**src/rtl/count_bcd_pkg.sv**
```systemverilog
// Shared constants and helpers for the cascaded BCD counter.
package count_bcd_pkg;

    localparam int unsigned BCD_W      = 4;
    localparam logic [3:0]  BCD_MAX    = 4'd9;
    localparam logic [3:0]  BCD_MIN    = 4'd0;
    localparam int unsigned DIGITS_DEF = 4;

    // Force an out-of-range BCD digit to 9 on load.
    function automatic logic [BCD_W-1:0] bcd_clamp(input logic [BCD_W-1:0] d);
        return (d > BCD_MAX) ? BCD_MAX : d;
    endfunction

endpackage

```
**src/rtl/bcd_digit.sv**
```systemverilog
// One BCD digit of the cascade: next-value logic plus terminal-count ripple.
// An illegal digit (>9) is treated as terminal in both directions so it
// recovers to 0 (up) or 9 (down) on the next step.
module bcd_digit
    import count_bcd_pkg::*;
(
    input  logic [BCD_W-1:0] q,
    input  logic             en,
    input  logic             dn,
    input  logic             ci,
    output logic [BCD_W-1:0] d,
    output logic             co
);

    logic term;

    // Step this digit when enabled and all lower digits are terminal.
    always_comb begin
        term = dn ? ((q == BCD_MIN) || (q > BCD_MAX)) : (q >= BCD_MAX);
        d    = q;
        if (en && ci) begin
            if (dn) begin
                d = term ? BCD_MAX : (q - 4'd1);
            end else begin
                d = term ? BCD_MIN : (q + 4'd1);
            end
        end
        co = term & ci;
    end

endmodule

```
**src/rtl/count_bcd_ndigit.sv**
```systemverilog
// N-digit up/down BCD counter with clear, clamped parallel load, sticky
// illegal-load flag and combinational terminal-count strobe.
// Define COUNT_BCD_SAT_EN to hold at all nines (up) / all zeros (down)
// instead of wrapping.
module count_bcd_ndigit
    import count_bcd_pkg::*;
#(
    parameter int unsigned DIGITS = DIGITS_DEF
) (
    input  logic                  clk,
    input  logic                  rst_n,
    input  logic                  clr,
    input  logic                  ld,
    input  logic [4*DIGITS-1:0]   ld_val,
    input  logic                  ena,
    input  logic                  dn,
    output logic [4*DIGITS-1:0]   q,
    output logic                  c_o,
    output logic                  err
);

    logic [4*DIGITS-1:0] q_q;
    logic [4*DIGITS-1:0] step_d;
    logic [4*DIGITS-1:0] clamp_d;
    logic [DIGITS:0]     carry;
    logic                err_q;
    logic                all_nine;
    logic                all_zero;
    logic                any_bad;
    logic                sat_hold;
    logic                unused_co;

    assign carry[0]  = 1'b1;
    assign unused_co = carry[DIGITS];

    generate
        for (genvar i = 0; i < DIGITS; i++) begin : g_digit
            bcd_digit u_digit (
                .q  (q_q[4*i +: 4]),
                .en (ena),
                .dn (dn),
                .ci (carry[i]),
                .d  (step_d[4*i +: 4]),
                .co (carry[i+1])
            );
        end
    endgenerate

    // Whole-word terminal detection, load clamp and illegal-digit detection.
    always_comb begin
        all_nine = 1'b1;
        all_zero = 1'b1;
        any_bad  = 1'b0;
        clamp_d  = '0;
        for (int unsigned i = 0; i < DIGITS; i++) begin
            if (q_q[4*i +: 4] != BCD_MAX) all_nine = 1'b0;
            if (q_q[4*i +: 4] != BCD_MIN) all_zero = 1'b0;
            if (ld_val[4*i +: 4] > BCD_MAX) any_bad = 1'b1;
            clamp_d[4*i +: 4] = bcd_clamp(ld_val[4*i +: 4]);
        end
`ifdef COUNT_BCD_SAT_EN
        sat_hold = dn ? all_zero : all_nine;
`else
        sat_hold = 1'b0;
`endif
        // rst_n gating keeps the strobe quiet while the counter sits in reset.
        c_o = rst_n & ena & ~clr & ~ld & (dn ? all_zero : all_nine);
    end

    // Count register and sticky error flag; priority clr > ld > ena.
    always_ff @(posedge clk or negedge rst_n) begin
        if (!rst_n) begin
            q_q   <= '0;
            err_q <= 1'b0;
        end else if (clr) begin
            q_q   <= '0;
            err_q <= 1'b0;
        end else if (ld) begin
            q_q <= clamp_d;
            if (any_bad) err_q <= 1'b1;
        end else if (ena && !sat_hold) begin
            q_q <= step_d;
        end
    end

    assign q   = q_q;
    assign err = err_q;

endmodule

```
**config.mk**
```make
export PLATFORM = sky130hd
export DESIGN_NAME = count_bcd_ndigit
export DESIGN_NICKNAME = d
export VERILOG_FILES = /design/src/rtl/count_bcd_pkg.sv /design/src/rtl/bcd_digit.sv /design/src/rtl/count_bcd_ndigit.sv
export SDC_FILE = /design/constraint.sdc
export NUM_CORES = 1
export LEC_CHECK = 0
export CORE_MARGIN = 2
export CORE_UTILIZATION = 40
export DETAILED_ROUTE_END_ITERATION = 6
export PLACE_DENSITY = 0.7
export SETUP_SLACK_MARGIN = 0.02
export SLEW_MARGIN = 20
export SYNTH_ARGS = -nofsm -noshare
export SYNTH_HDL_FRONTEND = slang
export SYNTH_HIERARCHICAL = 1
export SYNTH_SLANG_ARGS = --single-unit
```
**constraint.sdc**
```tcl
create_clock -name clk -period 4.3 [get_ports clk]
set_input_delay 0.43 -clock clk [delete_from_list [all_inputs] [get_ports clk]]
set_output_delay 0.43 -clock clk [all_outputs]
set_load 0.05 [all_outputs]
```
==> results of run 1 <==
## layout by cell type (no fill, tap or decap), drive strengths merged, types with 3 or more instances in the layout
master,n
a211o,4
a211oi,5
a21o,4
a21oi,8
a221oi,4
a22oi,8
and2,3
and3b,4
buf,6
clkbuf,4
clkdlybuf4s50,39
conb,3
dfrtp,17
ha,12
inv,9
mux2,8
mux2i,12
nand2,20
nand4,7
nor2,13
nor2b,8
nor3,8
nor4,3
nor4b,4
nor4bb,4
o21ai,4
o21bai,4
o311ai,8
o31ai,8
or3,5
xnor2,4
## through the flow
stage / util [%] / power (uW) / cells
2_1_floorplan: - / 351 / 215
6_report: 50.7 / 544 / 308
3_3_place_gp: 49.7 / 419 / 304
5_1_grt: 50.7 / 575 / 308
3_5_place_dp: 49.7 / 423 / 304
4_1_cts: 50.7 / 546 / 308
## registers in the layout, summed over array words and instances, names as in the netlist
name  cells
q        16
err       1
## worst reg2reg max path: cells and delay by family, from the launching register on
family | cells | cell delay (ns)
flip-flops | 1 | 0.49
adder cells (fa/ha/maj) | 1 | 0.21
AND/OR/NAND/NOR | 7 | 1.56
AO/OA/AOI/OAI | 4 | 0.57
multiplexers | 1 | 0.13
buffers and inverters | 1 | 0.12
## report_power, final
group	switching, uW	internal (uW)	total (uW)
clock network	57.2	65.9	123
logic	125	100	225
registers	26.2	170	196
## routing by layer
metal	GRT usage (%)	vias up	wire, um	part of all wire, %
met4	4.73	0	34	0.72
met1	27.3	851	2290	49
li1	-	898	-	-
met2	29.6	38	2230	47
met5	0	-	0	0
met3	1.66	4	147	3.1
## worst paths after layout
kind	end	slack, ns	cells past startpoint
worst max register to register	q[14]	1.15	14
worst min-delay path	q[13]	0.50	2
worst max-delay path	q[14]	1.15	14
worst min register to register	err	0.53	1
min in group clk	err	0.53	1
max in group asynchronous	q[8]	3.60	2
## final cells by class
type | instances | area (um^2)
tap | 54 | 67.6
timing repair buffer | 45 | 435
inverter | 9 | 33.8
sequential | 17 | 425
fill | 454 | 2300
multi-input combinational | 179 | 1360
clock buffer | 4 | 45.0
==> impl_metrics.env, run 1 <==
export IMPL_num_rows=25
export IMPL_netlist_instances=213
export IMPL_drc=0
export IMPL_rsz0062_at_grt="no"
export IMPL_firstDrtPassIters=4
export IMPL_io_pins=40
export IMPL_hpwl_mm=3.39
export IMPL_grt_pass1_wl_mm=7.88
export IMPL_worst_setup_path_type="reg2reg"
export IMPL_ant_nets=0
export IMPL_worstSetupEndpointType="flop"
export IMPL_die_width_um=73.0
export IMPL_route_vias_total=1791
export IMPL_finalInstanceArea_um2=2360
export IMPL_powerDensity_nw_per_um2=230
export IMPL_min_period_over_period_pct=73.2
export IMPL_crit_arrival_ns=3.33
export IMPL_track_usage_pct=18.7
export IMPL_fmax_mhz=318
export IMPL_period_minus_slack_ns=3.15
export IMPL_worstPathRequired_ns=4.49
export IMPL_initial_core_util_pct=40.8
export IMPL_rr_startpoint="q[0]"
export IMPL_hold_viol=0
export IMPL_nets=289
export IMPL_crit_path_start="q[0]"
export IMPL_wl_per_cell_um=15.3
export IMPL_cts_tree="built"
export IMPL_cts_setup_buffers=0
export IMPL_hold_ws_ns=0.501
export IMPL_wl_mm=4.70
export IMPL_cts_hold_buf=0
export IMPL_htreeDepth=1
export IMPL_area_growth_pct=24.2
export IMPL_path_cells="inv_1, ha_1, nor4bb_1, a211o_1, and2_1, and2_1, and2_1, nand2_1, or3_1, a21oi_1, a21o_1, mux2_2, a22oi_1, nor2_1"
export IMPL_crit_top_cell="and2_1"
export IMPL_cts_root_buf="clkbuf_8"
export IMPL_tns_ns=0
export IMPL_cts_repair_resized=0
export IMPL_critPathMaxStageDelay_ns=0.49
export IMPL_viasPerCell=5.81
export IMPL_die_area_um2=5330
export IMPL_gr_total_overflow=0
export IMPL_cts_path_max_buffers=2
export IMPL_syn_avg_cell_area_um2=8.93
export IMPL_slew_viol_final=0
export IMPL_slew_limit_headroom_pct=55.1
export IMPL_clock_sinks=17
export IMPL_worst_slack_ns=1.15
export IMPL_worst_path_max_fanout=10
export IMPL_min_path_type="in2async"
export IMPL_cp_num_buf_inv=1
export IMPL_placement_io_buffers=39
export IMPL_cp_start_kind="flop"
export IMPL_die_h_um=73.0
export IMPL_antenna_found_initial=0
export IMPL_cts_buffers=3
export IMPL_critPathSlowestCell="dfrtp_1"
export IMPL_dpl_cell_area_um2=2320
export IMPL_finClkSkew_ns=0.00162
export IMPL_cap_violations=0
export IMPL_grt_pass1_vias=1673
export IMPL_clkTransAtPathRegs_ns=0.07
export IMPL_synth_warnings=6
export IMPL_grt_start_max_net_pins=26
export IMPL_vdd_drop_max_mv=0.130
export IMPL_drt_iter0_drc=81
export IMPL_clk_latency_ns=0.25
export IMPL_p_leak_uw=0.000986
export IMPL_finalSetupViolCount=0
export IMPL_crit_family="simple AND/OR/NAND/NOR gates"
export IMPL_diodes=0
export IMPL_drive_gt1_share_pct=11.0
export IMPL_syn_cell_area_um2=1900
export IMPL_post_place_ws_ns=1.02
export IMPL_status="complete, no violations"
export IMPL_core_area_um2=4660
export IMPL_worstMarginPinSlew_ns=0.673
export IMPL_place_gp_congestion=0.847
Power figures use the tool's default switching activity.
==> run 2: changes to the inputs <==
--- a/config.mk
+++ b/config.mk
@@ -8,7 +8,7 @@
 export CORE_MARGIN = 2
 export CORE_UTILIZATION = 40
 export DETAILED_ROUTE_END_ITERATION = 6
-export PLACE_DENSITY = 0.7
+export PLACE_DENSITY = 0.73
 export SETUP_SLACK_MARGIN = 0.02
 export SLEW_MARGIN = 20
 export SYNTH_ARGS = -nofsm -noshare
==> constraint.sdc (replaced) <==
create_clock -name clk -period 2.8 [get_ports clk]
set_input_delay 0.28 -clock clk [delete_from_list [all_inputs] [get_ports clk]]
set_output_delay 0.28 -clock clk [all_outputs]
set_load 0.05 [all_outputs]
==> impl_metrics.env, run 2 (synthesized netlist as in run 1, its figures left out) <==
export IMPL_status="complete, no violations"
export IMPL_die_area_um2=5330
export IMPL_htreeDepth=1
export IMPL_path_cells="ha_1, and3b_1, a211o_1, and2_1, and2_4, and2_4, nand2_2, or3_1, a21oi_2, a21o_1, mux2_2, a22oi_1, nor2_1"
export IMPL_clkTransAtPathRegs_ns=0.08
export IMPL_cts_hold_buf=0
export IMPL_nets=304
export IMPL_initial_core_util_pct=40.8
export IMPL_track_usage_pct=19.2
export IMPL_fin_cells=323
export IMPL_clk_latency_ns=0.26
export IMPL_place_inst=318
export IMPL_mostFrequentLayoutCells="clkdlybuf4s50_1, buf_4, nand2_1"
export IMPL_critPathMaxStageDelay_ns=0.52
export IMPL_crit_family="simple AND/OR/NAND/NOR gates"
export IMPL_core_area_um2=4660
export IMPL_slew_viol_final=0
export IMPL_diodes=0
export IMPL_wl_per_cell_um=15.4
export IMPL_fillers=437
export IMPL_cts_root_buf="clkbuf_8"
export IMPL_worst_path_max_fanout=6
export IMPL_grt_pass1_wl_mm=8.21
export IMPL_min_period_over_period_pct=92.7
export IMPL_cts_buffers=3
export IMPL_tns_ns=0
export IMPL_area_growth_pct=33.3
export IMPL_worstMarginPinSlew_ns=0.677
export IMPL_grt_pass1_vias=1718
export IMPL_firstDrtPassIters=4
export IMPL_ant_nets=0
export IMPL_worstPathRequired_ns=2.95
export IMPL_critPathSlowestCell="dfrtp_4"
export IMPL_viasPerCell=5.76
export IMPL_grt_start_max_net_pins=26
export IMPL_cts_tree="built"
export IMPL_largest_reg_flops=16
export IMPL_drt_iter0_drc=197
export IMPL_route_vias_total=1859
export IMPL_crit_arrival_ns=2.75
export IMPL_fmax_mhz=385
export IMPL_period_minus_slack_ns=2.60
export IMPL_vdd_drop_max_mv=0.236
export IMPL_finalSetupViolCount=0
export IMPL_crit_top_cell="and2_4"
export IMPL_wl_mm=4.96
export IMPL_clock_sinks=17
export IMPL_io_pins=40
export IMPL_place_gp_congestion=0.847
export IMPL_die_width_um=73.0
export IMPL_finClkSkew_ns=0.00780
export IMPL_cp_start_kind="flop"
export IMPL_gr_total_overflow=0
export IMPL_hold_viol=0
export IMPL_slew_limit_headroom_pct=54.8
export IMPL_die_h_um=73.0
export IMPL_dpl_cell_area_um2=2450
export IMPL_worstSetupEndpointType="flop"
export IMPL_powerDensity_nw_per_um2=346
export IMPL_cp_num_buf_inv=0
export IMPL_drc=0
export IMPL_worst_setup_path_type="reg2reg"
export IMPL_final_common_cell="clkdlybuf4s50_1"
export IMPL_finalInstanceArea_um2=2540
export IMPL_cap_violations=0
export IMPL_num_rows=25
export IMPL_drive_gt1_share_pct=21.2
export IMPL_placement_io_buffers=39
export IMPL_p_leak_uw=0.00106
export IMPL_cts_path_max_buffers=2
export IMPL_min_path_type="in2async"
export IMPL_hpwl_mm=3.72
export IMPL_antenna_found_initial=0
[run 2: final timing paths]
check | start | end | slack (ns) | cells after the start
worst max-delay path | q[0] | q[14] | 0.20 | 13
worst min-delay path | rst_n | q[14] | 0.44 | 2
worst max register to register | q[0] | q[14] | 0.20 | 13
worst min register to register | err | err | 0.52 | 1
max in group asynchronous | rst_n | q[0] | 2.13 | 2
min in group clk | err | err | 0.52 | 1
[run 2: power breakdown]
| part | switching, uW | internal (uW) |
|---|---|---|
| Clock | 94.5 | 100 |
| Combinational | 203 | 181 |
| Sequential | 36.2 | 262 |
| Total | 334 | 543 |
[run 2: final cells by class]
cell class / count / area [um^2] / share of cell area, %
clock buffer: 3 / 41.3 / 1.63
clock inverter: 1 / 7.51 / 0.296
inverter: 9 / 33.8 / 1.33
multi-input combinational: 179 / 1400 / 55.0
sequential: 17 / 433 / 17.1
tap: 54 / 67.6 / 2.66
timing repair buffer: 60 / 558 / 22.0
[run 2: timing repair]
item,4_1_cts,5_1_grt
endpoints found under the setup margin,0,7
buffers inserted,0,1
resized for setup,0,7
[run 2: stage by stage]
| stage | hold slack (ns) | util, % | worst slack (ns) | total power (uW) |
|---|---|---|---|---|
| after floorplan | -0.0156 | - | 0.0228 | 542 |
| after global placement | 0.501 | 52.5 | 0.0928 | 670 |
| after detailed placement | 0.501 | 52.5 | 0.0303 | 674 |
| after CTS | 0.445 | 53.5 | 0.0746 | 868 |
| after global routing | 0.439 | 54.4 | -0.0000135 | 929 |
| final | 0.438 | 54.4 | 0.205 | 878 |
[run 2: routing by layer]
layer  GRT usage (%)  up-vias  part of all wire (%)
li1                -      925                     -
met1            27.1      879                    46
met2            31.2       51                    48
met3            4.14        4                   4.8
met4            1.85        0                  0.50
met5               0        -                     0
==> run 3: changes to the inputs <==
--- a/config.mk
+++ b/config.mk
@@ -5,10 +5,13 @@
 export SDC_FILE = /design/constraint.sdc
 export NUM_CORES = 1
 export LEC_CHECK = 0
+export ABC_AREA = 1
+export CORE_ASPECT_RATIO = 0.6
 export CORE_MARGIN = 2
 export CORE_UTILIZATION = 40
+export CTS_BUF_LIST = sky130_fd_sc_hd__clkbuf_2 sky130_fd_sc_hd__clkbuf_4 sky130_fd_sc_hd__clkbuf_8
 export DETAILED_ROUTE_END_ITERATION = 6
-export PLACE_DENSITY = 0.73
+export PLACE_DENSITY = 0.72
 export SETUP_SLACK_MARGIN = 0.02
 export SLEW_MARGIN = 20
 export SYNTH_ARGS = -nofsm -noshare
==> impl_metrics.env, run 3 <==
export IMPL_slew_limit_headroom_pct=66.3
export IMPL_crit_arrival_ns=2.58
export IMPL_slew_viol_final=0
export IMPL_finClkSkew_ns=0.00389
export IMPL_cap_violations=0
export IMPL_wl_mm=5.66
export IMPL_largest_reg_flops=16
export IMPL_initial_core_util_pct=41.1
export IMPL_nets=393
export IMPL_fillers=511
export IMPL_cts_setup_buffers=0
export IMPL_track_usage_pct=20.4
export IMPL_hold_ws_ns=0.441
export IMPL_place_gp_congestion=0.899
export IMPL_p_leak_uw=0.00121
export IMPL_placement_io_buffers=39
export IMPL_drc=0
export IMPL_worstSetupEndpointType="flop"
export IMPL_io_pins=40
export IMPL_die_width_um=96.8
export IMPL_drive_gt1_share_pct=18.2
export IMPL_regArea_um2=425
export IMPL_crit_path_start="q[0]"
export IMPL_worst_slack_ns=0.350
export IMPL_drt_iter0_drc=148
export IMPL_multi_input_area_um2=1340
export IMPL_worstMarginPinSlew_ns=0.504
export IMPL_cts_root_buf="clkbuf_8"
export IMPL_place_inst=420
export IMPL_vdd_drop_max_mv=0.159
export IMPL_worstPathRequired_ns=2.94
export IMPL_clkTransAtPathRegs_ns=0.07
export IMPL_hold_viol=0
export IMPL_fin_cells=424
export IMPL_worst_setup_path_type="reg2reg"
export IMPL_rsz0062_at_grt="no"
export IMPL_die_h_um=59.7
export IMPL_area_growth_pct=25.3
export IMPL_gr_total_overflow=0
export IMPL_min_path_type="in2async"
export IMPL_grt_pass1_vias=2049
export IMPL_min_period_over_period_pct=87.5
export IMPL_mostFrequentLayoutCells="nand2_1, nor2_1, inv_1"
export IMPL_hpwl_mm=4.43
export IMPL_viasPerCell=5.27
export IMPL_wl_per_cell_um=13.4
export IMPL_rr_startpoint="q[0]"
export IMPL_final_common_cell="nand2_1"
export IMPL_worst_path_max_fanout=8
export IMPL_netlist_instances=313
export IMPL_syn_avg_cell_area_um2=6.60
export IMPL_post_place_ws_ns=0.189
export IMPL_fmax_mhz=408
export IMPL_antenna_found_initial=0
export IMPL_die_area_um2=5780
export IMPL_cts_buffers=3
export IMPL_clock_sinks=17
export IMPL_clk_latency_ns=0.26
export IMPL_synth_warnings=6
export IMPL_cp_start_kind="flop"
export IMPL_syn_cell_area_um2=2070
export IMPL_cts_path_max_buffers=2
export IMPL_firstDrtPassIters=4
export IMPL_grt_start_max_net_pins=18
export IMPL_num_rows=20
export IMPL_powerDensity_nw_per_um2=374
export IMPL_status="complete, no violations"
export IMPL_diodes=0
export IMPL_route_vias_total=2235
export IMPL_ant_nets=0
export IMPL_tns_ns=0
export IMPL_core_area_um2=5030
export IMPL_htreeDepth=1
export IMPL_cts_tree="built"
export IMPL_finalSetupViolCount=0
export IMPL_period_minus_slack_ns=2.45
export IMPL_grt_pass1_wl_mm=9.58
run 3: final timing paths:
path | end | slack, ns | cells past startpoint
max in group asynchronous | q[12] | 2.16 | 2
setup / recovery | q[14] | 0.35 | 18
hold / removal | q[10] | 0.44 | 2
min in group clk | err | 0.54 | 2
hold reg to reg | err | 0.54 | 2
setup reg to reg | q[14] | 0.35 | 18
run 3: report_power, final:
| group | switching, uW | total (uW) | internal, uW |
|---|---|---|---|
| sequential | 33.7 | 298 | 264 |
| clock | 94.8 | 206 | 111 |
| combinational | 294 | 466 | 172 |
run 3: layout make-up:
cell class | count | share of cell area [%]
multi-input combinational | 230 | 51.8
timing repair buffer | 47 | 17.8
sequential | 17 | 16.4
inverter | 60 | 8.89
tap | 66 | 3.19
clock buffer | 4 | 1.88
run 3: per-layer routing:
| layer | vias up | GRT usage [%] | wire (um) |
|---|---|---|---|
| li1 | 1109 | - | - |
| met1 | 1012 | 29.4 | 2770 |
| met2 | 109 | 31.6 | 2320 |
| met3 | 5 | 4.80 | 541 |
| met4 | 0 | 4.23 | 31 |
| met5 | - | 0 | 0 |
run 3: what timing repair did:
item                       in CTS  in global routing
setup endpoints to repair       0                  1
resized for setup               0                  1
hold buffers                    0                  0
run 3: critical path, cell delays in order, from the launching register on:
cell	delay, ns
dfrtp_1	0.41
inv_1	0.11
ha_1	0.24
inv_1	0.08
nand2_1	0.06
nand3_2	0.08
nand2_2	0.08
nor2_1	0.13
inv_1	0.05
nor2_1	0.14
inv_1	0.05
nor2_1	0.10
nand2_1	0.07
inv_2	0.13
o211ai_1	0.11
xor2_1	0.14
a21oi_1	0.05
a22oi_1	0.22
o22ai_2	0.08
run 3: through the flow:
step,instance area [um^2],power (uW),utilization [%]
after floorplan,2070,617,-
after global placement,2540,755,50.5
after detailed placement,2540,763,50.5
after CTS,2590,966,51.5
after global routing,2590,1030,51.5
final,2590,969,51.5
